$ cat src/rtl/fifo_ctrl.sv
// -----------------------------------------------------------------------------
// fifo_ctrl
//
// Controller for a single-port-strobe FIFO memory. The memory itself lives
// outside this block. It accepts a write strobe or a read strobe per cycle,
// never both, and returns read data one cycle after the read strobe. This block
// owns the read and write pointers, the occupancy count and the status flags.
// It arbitrates between a push requester and a pop requester.
//
// Ports
//   clk           in   single clock, all state changes on the rising edge
//   rst_n         in   asynchronous active-low reset
//   push_req      in   upstream requests a write
//   push_data     in   word to be written (DATA_SIZE)
//   push_ack      out  write granted this cycle
//   pop_req       in   downstream requests a read
//   pop_ack       out  read granted this cycle
//   pop_valid     out  memory rd_data holds the popped word this cycle
//   wr_fifo       out  memory write strobe
//   wr_addr       out  memory write address (ADDR_DEPTH bits, zero-extended)
//   wr_data       out  memory write data (wired from push_data)
//   rd_fifo       out  memory read strobe
//   rd_addr       out  memory read address (ADDR_DEPTH bits, zero-extended)
//   count         out  current occupancy, 0..ADDR_DEPTH
//   full, empty, almost_full, almost_empty
//                 out  status flags decoded from the registered count
// -----------------------------------------------------------------------------
module fifo_ctrl #(
    parameter int DATA_SIZE  = 16,
    parameter int ADDR_DEPTH = 16,
    parameter int AF_LEVEL   = ADDR_DEPTH - 2,
    parameter int AE_LEVEL   = 2,
    localparam int PTR_W     = $clog2(ADDR_DEPTH),
    localparam int CNT_W     = PTR_W + 1
) (
    input  logic                  clk,
    input  logic                  rst_n,
    input  logic                  push_req,
    input  logic [DATA_SIZE-1:0]  push_data,
    output logic                  push_ack,
    input  logic                  pop_req,
    output logic                  pop_ack,
    output logic                  pop_valid,
    output logic                  wr_fifo,
    output logic [ADDR_DEPTH-1:0] wr_addr,
    output logic [DATA_SIZE-1:0]  wr_data,
    output logic                  rd_fifo,
    output logic [ADDR_DEPTH-1:0] rd_addr,
    output logic [CNT_W-1:0]      count,
    output logic                  full,
    output logic                  empty,
    output logic                  almost_full,
    output logic                  almost_empty
);

    // Which side wins when both requests are eligible in the same cycle.
    typedef enum logic {
        PRIO_WRITE = 1'b0,
        PRIO_READ  = 1'b1
    } prio_e;

    // -------------------------------------------------------------------------
    // State
    // -------------------------------------------------------------------------
    logic [PTR_W-1:0] wr_ptr_q, wr_ptr_d;
    logic [PTR_W-1:0] rd_ptr_q, rd_ptr_d;
    logic [CNT_W-1:0] count_q,  count_d;
    prio_e            prio_q,   prio_d;
    logic             pop_valid_q;

    // -------------------------------------------------------------------------
    // Status flags, decoded from the registered count only
    // -------------------------------------------------------------------------
    logic full_w;
    logic empty_w;

    assign full_w       = (count_q == CNT_W'(ADDR_DEPTH));
    assign empty_w      = (count_q == '0);
    assign full         = full_w;
    assign empty        = empty_w;
    assign almost_full  = (count_q >= CNT_W'(AF_LEVEL));
    assign almost_empty = (count_q <= CNT_W'(AE_LEVEL));
    assign count        = count_q;

    // -------------------------------------------------------------------------
    // Arbitration
    // -------------------------------------------------------------------------
    // Eligibility looks only at registered flags, so a pop against an empty
    // FIFO is refused even when a push lands in the same cycle (no
    // fall-through). A push against a full FIFO is refused in the same way.
    logic wr_elig;
    logic rd_elig;
    logic conflict;
    logic grant_wr;
    logic grant_rd;

    assign wr_elig  = push_req && !full_w;
    assign rd_elig  = pop_req  && !empty_w;
    assign conflict = rst_n && wr_elig && rd_elig;

    // NOTE: every signal assigned in an always_comb gets a default at the top,
    // so no path leaves it unassigned and no latch is inferred.
    always_comb begin
        grant_wr = 1'b0;
        grant_rd = 1'b0;
        if (!rst_n) begin
            // Strobes are held low for the whole reset, independent of the
            // clock, so a request arriving during reset never reaches memory.
            grant_wr = 1'b0;
            grant_rd = 1'b0;
        end else if (wr_elig && rd_elig) begin
            if (prio_q == PRIO_WRITE) begin
                grant_wr = 1'b1;
            end else begin
                grant_rd = 1'b1;
            end
        end else begin
            grant_wr = wr_elig;
            grant_rd = rd_elig;
        end
    end

    assign wr_fifo  = grant_wr;
    assign rd_fifo  = grant_rd;
    assign push_ack = grant_wr;
    assign pop_ack  = grant_rd;

    // -------------------------------------------------------------------------
    // Next-state logic
    // -------------------------------------------------------------------------
    always_comb begin
        wr_ptr_d = wr_ptr_q;
        rd_ptr_d = rd_ptr_q;
        count_d  = count_q;
        prio_d   = prio_q;

        // Pointers are exactly PTR_W bits wide, so the increment wraps from
        // ADDR_DEPTH-1 back to 0 on its own.
        if (grant_wr) begin
            wr_ptr_d = wr_ptr_q + PTR_W'(1);
            count_d  = count_q + CNT_W'(1);
        end
        if (grant_rd) begin
            rd_ptr_d = rd_ptr_q + PTR_W'(1);
            count_d  = count_q - CNT_W'(1);
        end

        // Alternate the winner only on cycles where both sides competed.
        if (conflict) begin
            prio_d = (prio_q == PRIO_WRITE) ? PRIO_READ : PRIO_WRITE;
        end
    end

    // -------------------------------------------------------------------------
    // State registers
    // -------------------------------------------------------------------------
    // NOTE: sequential state is written with non-blocking assignments so every
    // register samples the pre-edge values of its neighbours.
    always_ff @(posedge clk or negedge rst_n) begin
        if (!rst_n) begin
            wr_ptr_q    <= '0;
            rd_ptr_q    <= '0;
            count_q     <= '0;
            prio_q      <= PRIO_WRITE;
            pop_valid_q <= 1'b0;
        end else begin
            wr_ptr_q    <= wr_ptr_d;
            rd_ptr_q    <= rd_ptr_d;
            count_q     <= count_d;
            prio_q      <= prio_d;
            // The memory registers rd_data, so the popped word appears one
            // cycle after the read strobe.
            pop_valid_q <= grant_rd;
        end
    end

    // -------------------------------------------------------------------------
    // Memory-side outputs
    // -------------------------------------------------------------------------
    assign wr_addr   = ADDR_DEPTH'(wr_ptr_q);
    assign rd_addr   = ADDR_DEPTH'(rd_ptr_q);
    assign wr_data   = push_data;
    assign pop_valid = pop_valid_q;

endmodule

$ cat config.mk
export PLATFORM = sky130hd
export DESIGN_NAME = fifo_ctrl
export DESIGN_NICKNAME = d
export VERILOG_FILES = /design/src/rtl/fifo_ctrl.sv
export SDC_FILE = /design/constraint.sdc
export NUM_CORES = 1
export LEC_CHECK = 0
export BUFFER_PORTS_ARGS = -buffer_cell sky130_fd_sc_hd__buf_2
export CAP_MARGIN = 15
export CORE_MARGIN = 2
export CORE_UTILIZATION = 44
export CTS_CLUSTER_SIZE = 25
export DETAILED_ROUTE_END_ITERATION = 10
export PLACE_DENSITY = 0.86
export SLEW_MARGIN = 20
export SYNTH_ARGS = -nofsm -noshare
export SYNTH_HDL_FRONTEND = slang
export SYNTH_SLANG_ARGS = --single-unit
$ cat constraint.sdc
create_clock -name clk -period 4.5 [get_ports clk]
set_clock_uncertainty 0.05 [all_clocks]
set_input_delay 0.675 -clock clk [delete_from_list [all_inputs] [get_ports clk]]
set_output_delay 0.675 -clock clk [all_outputs]
set_load 0.02 [all_outputs]
==> metrics.md <==
| Metric | Value |
|---|---|
| Critical path type | flip-flop to flip-flop |
| Worst hold slack | 0.250 ns |
| Unrepaired setup endpoints after global routing | no |
| CP max stage delay | 0.59 ns |
| Pwr Total | 0.790 mW |
| Slowest-stage cell, CP | or4_4 |
| PD cells | 716 nW/um2 |
| CP dominant cell by count | o21ai_0 |
| Worst endpoint required time | 4.63 ns |
| MaxCap Viol Count | 0 |
| Cell variety after synth | 29 |
| Worst-Margin Slew | 0.491 ns |
| Buf/Inv on CP | 1 |
| Vias in the first global route | 604 |
| Synth area leader | dfrtp_1 |
| Std-Cell Rows | 18 |
| CTS tree | done |
| Max IR drop VDD | 359 uV |
| Commonest cells after routing, fill and taps aside | buf_2 (25), conb_1 (24), dfrtp_1 (15) |
| Setup-failing EPs final | 0 |
| Root buffer cell | clkbuf_4 |
| CTS Sinks | 15 |
| Slew Viols, Final | 0 |
| Final WL | 1840 um |
| Worst Path Arrival | 3.14 ns |
| Tcrit/Tclk final | 66.7% |
| Per-cell routed wire length | 11.9 um |
| DRC | 0 |
| FF+latch count, synth | 15 |
| Via density | 4.73 |
| Worst-path fanout max | 11 |
| Delay-heaviest family, CP | compound AO/OA/AOI/OAI gates |
| Initial antenna violation count | 0 |
| Crit path cell chain | or4_4, o21ai_4, o211a_4, inv_1, fa_1, nor2b_1, o21ai_0, a221oi_1, o21ai_0, xnor2_1 |
| Post-Place Cells | 150 |
| Worst-path clk slew | 0.09 ns |
| CTS Hold Bufs | 0 |
| ANT nets after route | 0 |
| Fmax | 333 MHz |
| Min Tclk post-route | 3.00 ns |
| Total gr overflow | 0 |
| Avg Inst Size Synth | 10.0 um2 |
| Non-Filler Instances | 154 |
| Register area share after synthesis | 32.8% |
| DRT Pass-1 Iters | 4 |
| Setup Buffers After CTS | 0 |
| Largest net degree at the start of global routing | 21 |
| Synth top area cells | dfrtp_1 (33%), buf_4 (28%), ha_1 (5.5%) |
| Final hold vios | 0 |
| Setup tns final | 0 ns |
| PostCTS Resize Cnt | 0 |
| Layout cells sized above 1 | 29.8% |
| Area grow syn2layout | -3.50% |
| Iter 0 DRT Violations | 10 |
| Worst-Skew Late Latency | 0.29 ns |
| Die Height | 55.0 um |
| H-tree depth | 1 |
| Rel. slew slack | 67.0% |
| Die W | 55.0 um |
| Multi-input gate area | 517 um2 |
| Initial Util | 46.2% |
| Netlist Area Pre-Place | 1140 um2 |
| Critical path endpoint category | flip-flop |
| Gpl congestion | 0.857 |
| Fin nets | 151 |
| Startpoint Class | flip-flop |
| All-Layer GR Usage | 12.3% |
| Die area | 3020 um2 |
| Cts bufs inserted | 3 |
| Antenna cells | 0 |
| Static Leakage | 0.569 nW |
| Fill count | 220 |
| # port buffers | 25 |
| Max Root-Sink Buffers | 2 |
| Cells after Synth | 114 |
| Commonest non-fill, non-tap cell in the layout | buf_2 |
| Register area | 375 um2 |
| Dpl hpwl | 1430 um |
| Total core area | 2480 um2 |
| Yosys warns | 0 |
| Synth top area share | 32.8% |
| Outcome | finished clean |
| I/O pin count | 82 |
| Worst hold path class | primary input to async pin |
| Via count | 728 |
| First-pass GRT wire length | 2570 um |
## path summary, 6_finish.rpt
| check | startpoint | to | slack [ns] | depth (start not counted) |
|---|---|---|---|---|
| worst min register to register | wr_ptr_q[3]$_DFFE_PN0P_ | wr_ptr_q[3]$_DFFE_PN0P_ | 0.43 | 1 |
| worst max-delay path | count[1]$_DFFE_PN0P_ | count[4]$_DFFE_PN0P_ | 1.50 | 10 |
| worst min-delay path | rst_n | pop_valid$_DFF_PN0_ | 0.25 | 1 |
| min in group clk | wr_ptr_q[3]$_DFFE_PN0P_ | wr_ptr_q[3]$_DFFE_PN0P_ | 0.43 | 1 |
| max in group asynchronous | rst_n | rd_ptr_q[1]$_DFFE_PN0P_ | 3.86 | 1 |
| worst max register to register | count[1]$_DFFE_PN0P_ | count[4]$_DFFE_PN0P_ | 1.50 | 10 |
## Yosys cell counts
cell       instances
a211oi_2           1
a221oi_1           1
o211a_4            1
inv_1              6
fa_1               1
ha_1               5
a2111oi_0          1
nand3_1            2
nand4_1            1
a21boi_0           1
nor4_2             1
o21ai_0            5
mux2_2             2
or4_4              1
nand4_2            1
a21o_1             1
a21boi_2           1
xor2_1             4
dfrtp_1           15
o21ai_1            1
buf_4             42
o21ai_4            1
a21oi_1            1
o2111a_1           1
nor2_1             2
nand2_1            6
conb_1             1
nor2b_1            1
xnor2_1            7
## routing by layer
metal  track usage [%]  share of wire [%]  vias to the layer above
li1                  -                  -                      334
met1              12.7                 40                      340
met2              21.2                 47                       43
met3              2.69                9.9                       11
met4              9.76                3.3                        0
met5                 0                  0                        -
## sequential cells by signal, indices dropped and copies added, names as in the netlist
signal	cells
prio_q	1
wr_ptr_q	4
rd_ptr_q	4
pop_valid	1
count	5
## where the power goes
part           total [mW]  internal [mW]  switching, mW
Clock              0.0791         0.0346         0.0445
Combinational       0.422          0.163          0.259
Sequential          0.289          0.200         0.0882
## stage by stage
step                area (um2)  util, %  setup slack, ns
global placement          1080     43.5             1.60
CTS                       1100     44.5             1.49
global route              1100     44.5             1.27
floorplan                 1230        -             1.56
finish                    1100     44.5             1.50
detailed placement        1080     43.5             1.51
## kinds of logic after synthesis
group                    count (synthesis)  share of synthesized area, %
adder cells (fa/ha/maj)                  6                          7.22
other                                    1                         0.328
flip-flops                              15                          32.8
multiplexers                             2                          1.97
AO/OA/AOI/OAI                           16                          11.9
buffers and inverters                   48                          29.5
XOR/XNOR                                11                          8.42
AND/OR/NAND/NOR                         15                          7.77
## area by class of cell
type                            count  area share, %
Sequential cell                    15           34.0
Clock buffer                        4           2.38
Inverter                            6           2.04
Tap cell                           30           3.40
Timing Repair Buffer               25           11.3
Multi-Input combinational cell     74           46.8
## worst register-to-register path, cell delays in order, from the launching register on
cell	delay (ns)
dfrtp_1	0.46
or4_4	0.59
o21ai_4	0.20
o211a_4	0.27
inv_1	0.09
fa_1	0.45
nor2b_1	0.11
o21ai_0	0.12
a221oi_1	0.25
o21ai_0	0.15
xnor2_1	0.15
Power figures use the tool's default switching activity.
